$ cat config.mk
export PLATFORM = sky130hd
export DESIGN_NAME = j1_uart_io
export DESIGN_NICKNAME = d
export VERILOG_FILES = /design/src/rtl/j1_uart_io.sv
export SDC_FILE = /design/constraint.sdc
export NUM_CORES = 1
export LEC_CHECK = 0
export BUFFER_PORTS_ARGS = -buffer_cell sky130_fd_sc_hd__buf_2
export CAP_MARGIN = 20
export CORE_MARGIN = 2
export CORE_UTILIZATION = 52
export CTS_CLUSTER_DIAMETER = 60
export DETAILED_ROUTE_END_ITERATION = 12
export GPL_TIMING_DRIVEN = 0
export PLACE_DENSITY = 0.76
export SETUP_SLACK_MARGIN = 0.5
export SYNTH_ARGS = -nofsm -noshare
export SYNTH_HDL_FRONTEND = slang
export SYNTH_SLANG_ARGS = --single-unit
$ cat constraint.sdc
create_clock -name sys_clk_i -period 2.76 [get_ports sys_clk_i]
set_input_delay 0.138 -clock sys_clk_i [delete_from_list [all_inputs] [get_ports sys_clk_i]]
set_output_delay 0.138 -clock sys_clk_i [all_outputs]
set_load 0.05 [all_outputs]
$ cat src/rtl/j1_uart_io.sv
// 8N1 UART peripheral for the j1 CPU I/O bus: TX FIFO, TX/RX bit engines, RX holding stage.
// Define J1_UART_RX_FIFO_EN to replace the single RX holding register with a 4-entry RX FIFO.
module j1_uart_io #(
  parameter logic [15:0] CLK_DIV   = 16'd433,
  parameter int          TX_DEPTH  = 8,
  parameter logic [3:0]  IO_NIBBLE = 4'hF
) (
  input  logic        sys_clk_i,
  input  logic        sys_rst_n_i,
  input  logic        io_rd,
  input  logic        io_wr,
  input  logic [31:0] io_addr,
  input  logic [31:0] io_dout,
  output logic [31:0] io_din,
  output logic        uart_txd,
  input  logic        uart_rxd
);
  // state   | meaning
  // S_IDLE  | line idle, waiting for a FIFO byte (TX) or a falling edge (RX)
  // S_START | start bit
  // S_DATA  | eight data bits, LSB first
  // S_STOP  | stop bit
  typedef enum logic [1:0] {S_IDLE, S_START, S_DATA, S_STOP} state_e;

  localparam int TAW = $clog2(TX_DEPTH);

  logic       sel;
  logic [1:0] reg_a;
  logic       wr_data, wr_stat, wr_div, rd_data;
  logic       unused_bits;

  assign sel     = (io_addr[31:28] == IO_NIBBLE);
  assign reg_a   = io_addr[3:2];
  assign wr_data = io_wr & sel & (reg_a == 2'd0);
  assign wr_stat = io_wr & sel & (reg_a == 2'd1);
  assign wr_div  = io_wr & sel & (reg_a == 2'd2);
  assign rd_data = io_rd & sel & (reg_a == 2'd0);
  assign unused_bits = ^{io_addr[27:4], io_addr[1:0], io_dout[31:16]};

  logic [15:0] div_q;
  logic        drop_q, ferr_q, ovr_q;

  // TX FIFO, one extra pointer bit distinguishes full from empty
  logic [7:0]   tx_mem_q [TX_DEPTH];
  logic [TAW:0] tx_wp_q, tx_rp_q;
  logic         tx_empty, tx_full, tx_push, tx_pop;
  logic [7:0]   tx_head;

  assign tx_empty = (tx_wp_q == tx_rp_q);
  assign tx_full  = (tx_wp_q[TAW] != tx_rp_q[TAW]) && (tx_wp_q[TAW-1:0] == tx_rp_q[TAW-1:0]);
  assign tx_push  = wr_data & (~tx_full | tx_pop);
  assign tx_head  = tx_mem_q[tx_rp_q[TAW-1:0]];

  always_ff @(posedge sys_clk_i) begin
    if (tx_push) tx_mem_q[tx_wp_q[TAW-1:0]] <= io_dout[7:0];
  end

  always_ff @(posedge sys_clk_i) begin
    if (!sys_rst_n_i) begin
      tx_wp_q <= '0;
      tx_rp_q <= '0;
    end else begin
      if (tx_push) tx_wp_q <= tx_wp_q + 1'b1;
      if (tx_pop)  tx_rp_q <= tx_rp_q + 1'b1;
    end
  end

  // TX engine
  state_e      tx_state_q, tx_state_d;
  logic [15:0] tx_cnt_q;
  logic [2:0]  tx_bit_q;
  logic [7:0]  tx_sh_q;
  logic        tx_cnt0, tx_idle;

  assign tx_cnt0 = (tx_cnt_q == 16'd0);
  assign tx_idle = tx_empty & (tx_state_q == S_IDLE);

  always_ff @(posedge sys_clk_i) begin
    if (!sys_rst_n_i) tx_state_q <= S_IDLE;
    else              tx_state_q <= tx_state_d;
  end

  always_comb begin
    tx_state_d = tx_state_q;
    case (tx_state_q)
      S_IDLE:  if (!tx_empty) tx_state_d = S_START;
      S_START: if (tx_cnt0) tx_state_d = S_DATA;
      S_DATA:  if (tx_cnt0 && tx_bit_q == 3'd7) tx_state_d = S_STOP;
      S_STOP:  if (tx_cnt0) tx_state_d = tx_empty ? S_IDLE : S_START;
      default: tx_state_d = S_IDLE;
    endcase
  end

  always_comb begin
    tx_pop   = !tx_empty && ((tx_state_q == S_IDLE) || (tx_state_q == S_STOP && tx_cnt0));
    uart_txd = 1'b1;
    if (tx_state_q == S_START)     uart_txd = 1'b0;
    else if (tx_state_q == S_DATA) uart_txd = tx_sh_q[0];
  end

  // div is reloaded at every bit boundary, so DIV writes apply from the next bit
  always_ff @(posedge sys_clk_i) begin
    if (!sys_rst_n_i) begin
      tx_cnt_q <= '0;
      tx_bit_q <= '0;
      tx_sh_q  <= '0;
    end else if (tx_pop) begin
      tx_sh_q  <= tx_head;
      tx_cnt_q <= div_q;
      tx_bit_q <= '0;
    end else if (tx_state_q != S_IDLE) begin
      if (tx_cnt0) begin
        tx_cnt_q <= div_q;
        if (tx_state_q == S_DATA) begin
          tx_sh_q  <= {1'b0, tx_sh_q[7:1]};
          tx_bit_q <= tx_bit_q + 1'b1;
        end
      end else begin
        tx_cnt_q <= tx_cnt_q - 1'b1;
      end
    end
  end

  // RX engine: s1/s2 synchronise, s3 is the delayed copy used for edge detect and sampling
  logic        rx_s1_q, rx_s2_q, rx_s3_q;
  state_e      rx_state_q, rx_state_d;
  logic [15:0] rx_cnt_q, rx_half;
  logic [2:0]  rx_bit_q;
  logic [7:0]  rx_sh_q;
  logic        rx_cnt0, rx_fall, rx_deliver, rx_ferr;

  assign rx_cnt0 = (rx_cnt_q == 16'd0);
  assign rx_fall = rx_s3_q & ~rx_s2_q;
  assign rx_half = {1'b0, div_q[15:1]} + {15'd0, div_q[0]};

  always_ff @(posedge sys_clk_i) begin
    if (!sys_rst_n_i) begin
      rx_s1_q    <= 1'b1;
      rx_s2_q    <= 1'b1;
      rx_s3_q    <= 1'b1;
      rx_state_q <= S_IDLE;
    end else begin
      rx_s1_q    <= uart_rxd;
      rx_s2_q    <= rx_s1_q;
      rx_s3_q    <= rx_s2_q;
      rx_state_q <= rx_state_d;
    end
  end

  always_comb begin
    rx_state_d = rx_state_q;
    case (rx_state_q)
      S_IDLE:  if (rx_fall) rx_state_d = S_START;
      S_START: if (rx_cnt0) rx_state_d = rx_s3_q ? S_IDLE : S_DATA;
      S_DATA:  if (rx_cnt0 && rx_bit_q == 3'd7) rx_state_d = S_STOP;
      S_STOP:  if (rx_cnt0) rx_state_d = S_IDLE;
      default: rx_state_d = S_IDLE;
    endcase
  end

  always_comb begin
    rx_deliver = (rx_state_q == S_STOP) & rx_cnt0 & rx_s3_q;
    rx_ferr    = (rx_state_q == S_STOP) & rx_cnt0 & ~rx_s3_q;
  end

  always_ff @(posedge sys_clk_i) begin
    if (!sys_rst_n_i) begin
      rx_cnt_q <= '0;
      rx_bit_q <= '0;
      rx_sh_q  <= '0;
    end else if (rx_state_q == S_IDLE) begin
      rx_cnt_q <= rx_half;
      rx_bit_q <= '0;
    end else if (rx_cnt0) begin
      rx_cnt_q <= div_q;
      if (rx_state_q == S_DATA) begin
        rx_sh_q  <= {rx_s3_q, rx_sh_q[7:1]};
        rx_bit_q <= rx_bit_q + 1'b1;
      end
    end else begin
      rx_cnt_q <= rx_cnt_q - 1'b1;
    end
  end

  // RX stage
  logic [7:0] rx_byte;
  logic       rx_valid, rx_pop, rx_ovr_set;

`ifdef J1_UART_RX_FIFO_EN
  logic [7:0] rx_mem_q [4];
  logic [2:0] rx_wp_q, rx_rp_q;
  logic       rx_empty, rx_full, rx_push;

  assign rx_empty   = (rx_wp_q == rx_rp_q);
  assign rx_full    = (rx_wp_q[2] != rx_rp_q[2]) && (rx_wp_q[1:0] == rx_rp_q[1:0]);
  assign rx_pop     = rd_data & ~rx_empty;
  assign rx_push    = rx_deliver & (~rx_full | rx_pop);
  assign rx_ovr_set = rx_deliver & rx_full & ~rx_pop;
  assign rx_byte    = rx_mem_q[rx_rp_q[1:0]];
  assign rx_valid   = ~rx_empty;

  always_ff @(posedge sys_clk_i) begin
    if (rx_push) rx_mem_q[rx_wp_q[1:0]] <= rx_sh_q;
  end

  always_ff @(posedge sys_clk_i) begin
    if (!sys_rst_n_i) begin
      rx_wp_q <= '0;
      rx_rp_q <= '0;
    end else begin
      if (rx_push) rx_wp_q <= rx_wp_q + 1'b1;
      if (rx_pop)  rx_rp_q <= rx_rp_q + 1'b1;
    end
  end
`else
  logic [7:0] rx_byte_q;
  logic       rx_valid_q;

  assign rx_pop     = rd_data & rx_valid_q;
  assign rx_ovr_set = rx_deliver & rx_valid_q & ~rx_pop;
  assign rx_byte    = rx_byte_q;
  assign rx_valid   = rx_valid_q;

  always_ff @(posedge sys_clk_i) begin
    if (!sys_rst_n_i) begin
      rx_byte_q  <= '0;
      rx_valid_q <= 1'b0;
    end else if (rx_deliver && (!rx_valid_q || rx_pop)) begin
      rx_byte_q  <= rx_sh_q;
      rx_valid_q <= 1'b1;
    end else if (rx_pop) begin
      rx_valid_q <= 1'b0;
    end
  end
`endif

  // sticky flags: a set on the same edge as a clear wins
  always_ff @(posedge sys_clk_i) begin
    if (!sys_rst_n_i) begin
      div_q  <= CLK_DIV;
      drop_q <= 1'b0;
      ferr_q <= 1'b0;
      ovr_q  <= 1'b0;
    end else begin
      if (wr_div) div_q <= io_dout[15:0];
      drop_q <= (wr_data & tx_full & ~tx_pop) | (drop_q & ~(wr_stat & io_dout[5]));
      ferr_q <= rx_ferr | (ferr_q & ~(wr_stat & io_dout[4]));
      ovr_q  <= rx_ovr_set | (ovr_q & ~(wr_stat & io_dout[3]));
    end
  end

  always_comb begin
    io_din = '0;
    if (sel) begin
      case (reg_a)
        2'd0:    io_din = {24'd0, rx_byte};
        2'd1:    io_din = {26'd0, drop_q, ferr_q, ovr_q, rx_valid, tx_idle, tx_full};
        2'd2:    io_din = {16'd0, div_q};
        default: io_din = '0;
      endcase
    end
  end
endmodule

==> metrics.txt <==
Synth Area in Simple Gates=18.2%; Setup Crit Path Kind=reg -> reg; Slew Limit Fails=0; drt wl/cell=20.4 um; gr ovfl total=0; CP bufs+invs=2; HPWL Detailed=13200 um; dominant synthesized flop cell=dfxtp_1; fin cells=1121; CTS root buf=clkbuf_16; Area after DPL=8530 um^2; Crit-path slowest cell=or4b_4; Slew @ Worst Pin=1.12 ns; total core area=15000 um^2; H-tree depth=4; CP max stage delay=0.47 ns; status=completed; Worst Clk Skew=0.0102 ns; register clock-pin slew on the reported worst setup and hold paths=0.07 ns; final core utilization=68.4%; slew margin rel.=24.3%; main area contributors after synthesis=dfxtp_1 25%, edfxtp_1 24%, mux2i_1 5.4%; gr usage total=25.9%; Vias per Instance=6.17; port buffer count=43; io pins=102; Hold Crit Class=in -> reg; post-synthesis sequential area ratio=49.5%; post-synthesis adder-cell area fraction=2.68%; CTS tree=built; Final Hold Vio Count=0; placed insts=1021; DRT iter0 DRCs=895; number of enable flip-flop cells after synthesis=64; first-pass GRT wire length=32600 um; crit-path cells=ha_4, or4b_4, nor4_4, buf_4, o31ai_4, nor4b_4, buf_12; Num CTS Buffers=17; largest net degree at the start of global routing=17; Fmax=402 MHz; layout cells sized above 1=29.9%; dpl ws=-0.175 ns; total iterations of the first detailed-routing run=7; footprint of the multi-input gates=4110 um^2; Max Root-Sink Buffers=2; fin worst setup slack=0.272 ns; vias in the first global route=6220; Setup crit end kind=register; Synth warnings=0; Pleak=0.00396 uW; Die Span Y=127 um; Setup Viol. Count Final=0; CTS Sinks=164; cell area after layout=10300 um^2; crit path time final=2.49 ns; most frequent cells in the layout=87 x dfxtp_1, 73 x nand2_1, 66 x nor2_1; Vias=6917; commonest non-fill, non-tap cell in the layout=dfxtp_1; flops & latches, synth=164; peak supply drop=0.624 mV; PD cells=926 nW/um^2; Routed Antenna Nets=0; post-synth top area cell=dfxtp_1; detailed-route DRC error count=0; Die Wd=127 um; post-synthesis async set-or-reset flop share=0%; initial antenna violation count=0; RSZ-0062 raised after global routing=yes; layout overhead on the synthesized area=29.7%; num rows=45; compound-gate portion of the synthesized area=10.8%; FF/Latch Area=3950 um^2; Syn Std Cell Area=7920 um^2; startpoint types=register; GPL Wtd Cong=0.887; # nets final=1006; die area=16200 um^2; multiplexer share of the synthesized area=11.1%; max cap viols=0; Crit path max-delay family=simple AND/OR/NAND/NOR gates; Initial Utilization=52.7%; top-area cell type share of the netlist area=25.3%; Synth cell types=63; largest family of logic cells by synthesized area=simple AND/OR/NAND/NOR gates; arrival time worst endpoint=2.64 ns; Clock Latency Late Sink=0.43 ns; Worst Path Required=2.91 ns; Worst Path Max Fanout=8; Layout fillers=1059; Total Routed Length=22800 um; Ant. Diodes=0; xor-xnor portion of the synthesized cell area=3.10%; Final Cycle Share=90.1%; Cells after Synth=775; syn_area_per_cell=10.2 um^2
routing by layer:
| layer | up-vias | global-route usage [%] | routed length (um) | share of wire, % |
|---|---|---|---|---|
| met5 | - | 0 | 0 | 0 |
| met4 | 0 | 11.1 | 824 | 3.6 |
| met3 | 89 | 5.28 | 1970 | 8.6 |
| met2 | 404 | 40.6 | 10900 | 48 |
| met1 | 3312 | 35.1 | 9150 | 40 |
| li1 | 3112 | - | - | - |
state kept, by name, summed over array words and instances (netlist names), named ones only:
signal      flops
tx_wp_q         4
tx_bit_q        3
tx_state_q      2
rx_state_q      1
rx_byte         8
tx_rp_q         4
rx_s2_q         1
tx_cnt_q       16
ferr_q          1
div_q          16
tx_sh_q         8
drop_q          1
ovr_q           1
rx_valid        1
rx_s1_q         1
rx_sh_q         8
rx_s3_q         1
rx_cnt_q       16
rx_bit_q        3
tx_mem_q       64
synth_stat cells, types with 4 or more instances:
master    instances
dfxtp_1         100
nand2_1          76
nor2_1           72
edfxtp_1         64
a21oi_1          55
mux2i_1          43
clkbuf_1         38
o21ai_0          31
nand3_1          21
nor4_1           19
ha_1             17
buf_4            16
mux4_2           16
nor3_1           16
xnor2_1          16
or3_1            14
inv_1            12
o22ai_1          12
xor2_1           12
a211oi_1          9
and2_1            9
nand4_1           9
buf_2             8
mux2_2            7
or4_1             7
or2_2             6
nor4b_1           5
o211ai_1          5
o21a_1            4
worst paths after layout:
| path | slack [ns] | end | depth (start not counted) | startpoint |
|---|---|---|---|---|
| setup / recovery | 0.27 | tx_mem_q[2][5] | 7 | tx_state_q[0] |
| hold / removal | 0.03 | tx_mem_q[0][0] | 1 | io_dout[0] |
| setup reg to reg | 0.27 | tx_mem_q[2][5] | 7 | tx_state_q[0] |
| hold reg to reg | 0.42 | rx_s2_q | 1 | rx_s1_q |
final cells by class:
type / count / share of cell area, %
plain buffers: 64 / 4.36
clock buffers: 17 / 4.14
clock inverters: 15 / 1.62
inverters: 13 / 0.536
multi-input cells: 549 / 40.0
flip-flops and latches: 164 / 38.4
well taps: 188 / 2.29
repair buffers: 111 / 8.64
report_power, final:
part / leakage, uW / internal, uW / switching [uW] / total (uW)
clock: 0.000291 / 1360 / 1050 / 2410
combinational: 0.00228 / 2080 / 2150 / 4230
sequential: 0.00139 / 2700 / 175 / 2880
total: 0.00396 / 6140 / 3380 / 9520
per-stage QoR:
stage / TNS, ns / hold WS (ns) / power [uW]
after floorplan: 0 / 0.237 / 4840
after global placement: -4.19 / 0.321 / 5370
after detailed placement: -5.38 / 0.328 / 5410
after CTS: 0 / 0.00962 / 8310
after global routing: 0 / 0.0329 / 9870
final: 0 / 0.0263 / 9520
cell families (layout without fill, tap and decap cells):
| kind of cell | after synthesis | count (layout) |
|---|---|---|
| AO/OA/AOI/OAI | 141 | 141 |
| XOR/XNOR | 28 | 28 |
| adder cells (fa/ha/maj) | 17 | 17 |
| buffers and inverters | 77 | 220 |
| flip-flops | 164 | 164 |
| multiplexers | 67 | 67 |
| other | 1 | 16 |
| AND/OR/NAND/NOR | 280 | 280 |
what timing repair did:
action                                  4_1_cts  5_1_grt
endpoints found under the hold margin         9        0
gates cloned                                  0        6
hold buffers                                  9        0
endpoints found under the setup margin      141      132
resized for setup                            71       99
pin swaps                                    16       32
setup buffers                                39       14
Power figures use the tool's default switching activity.
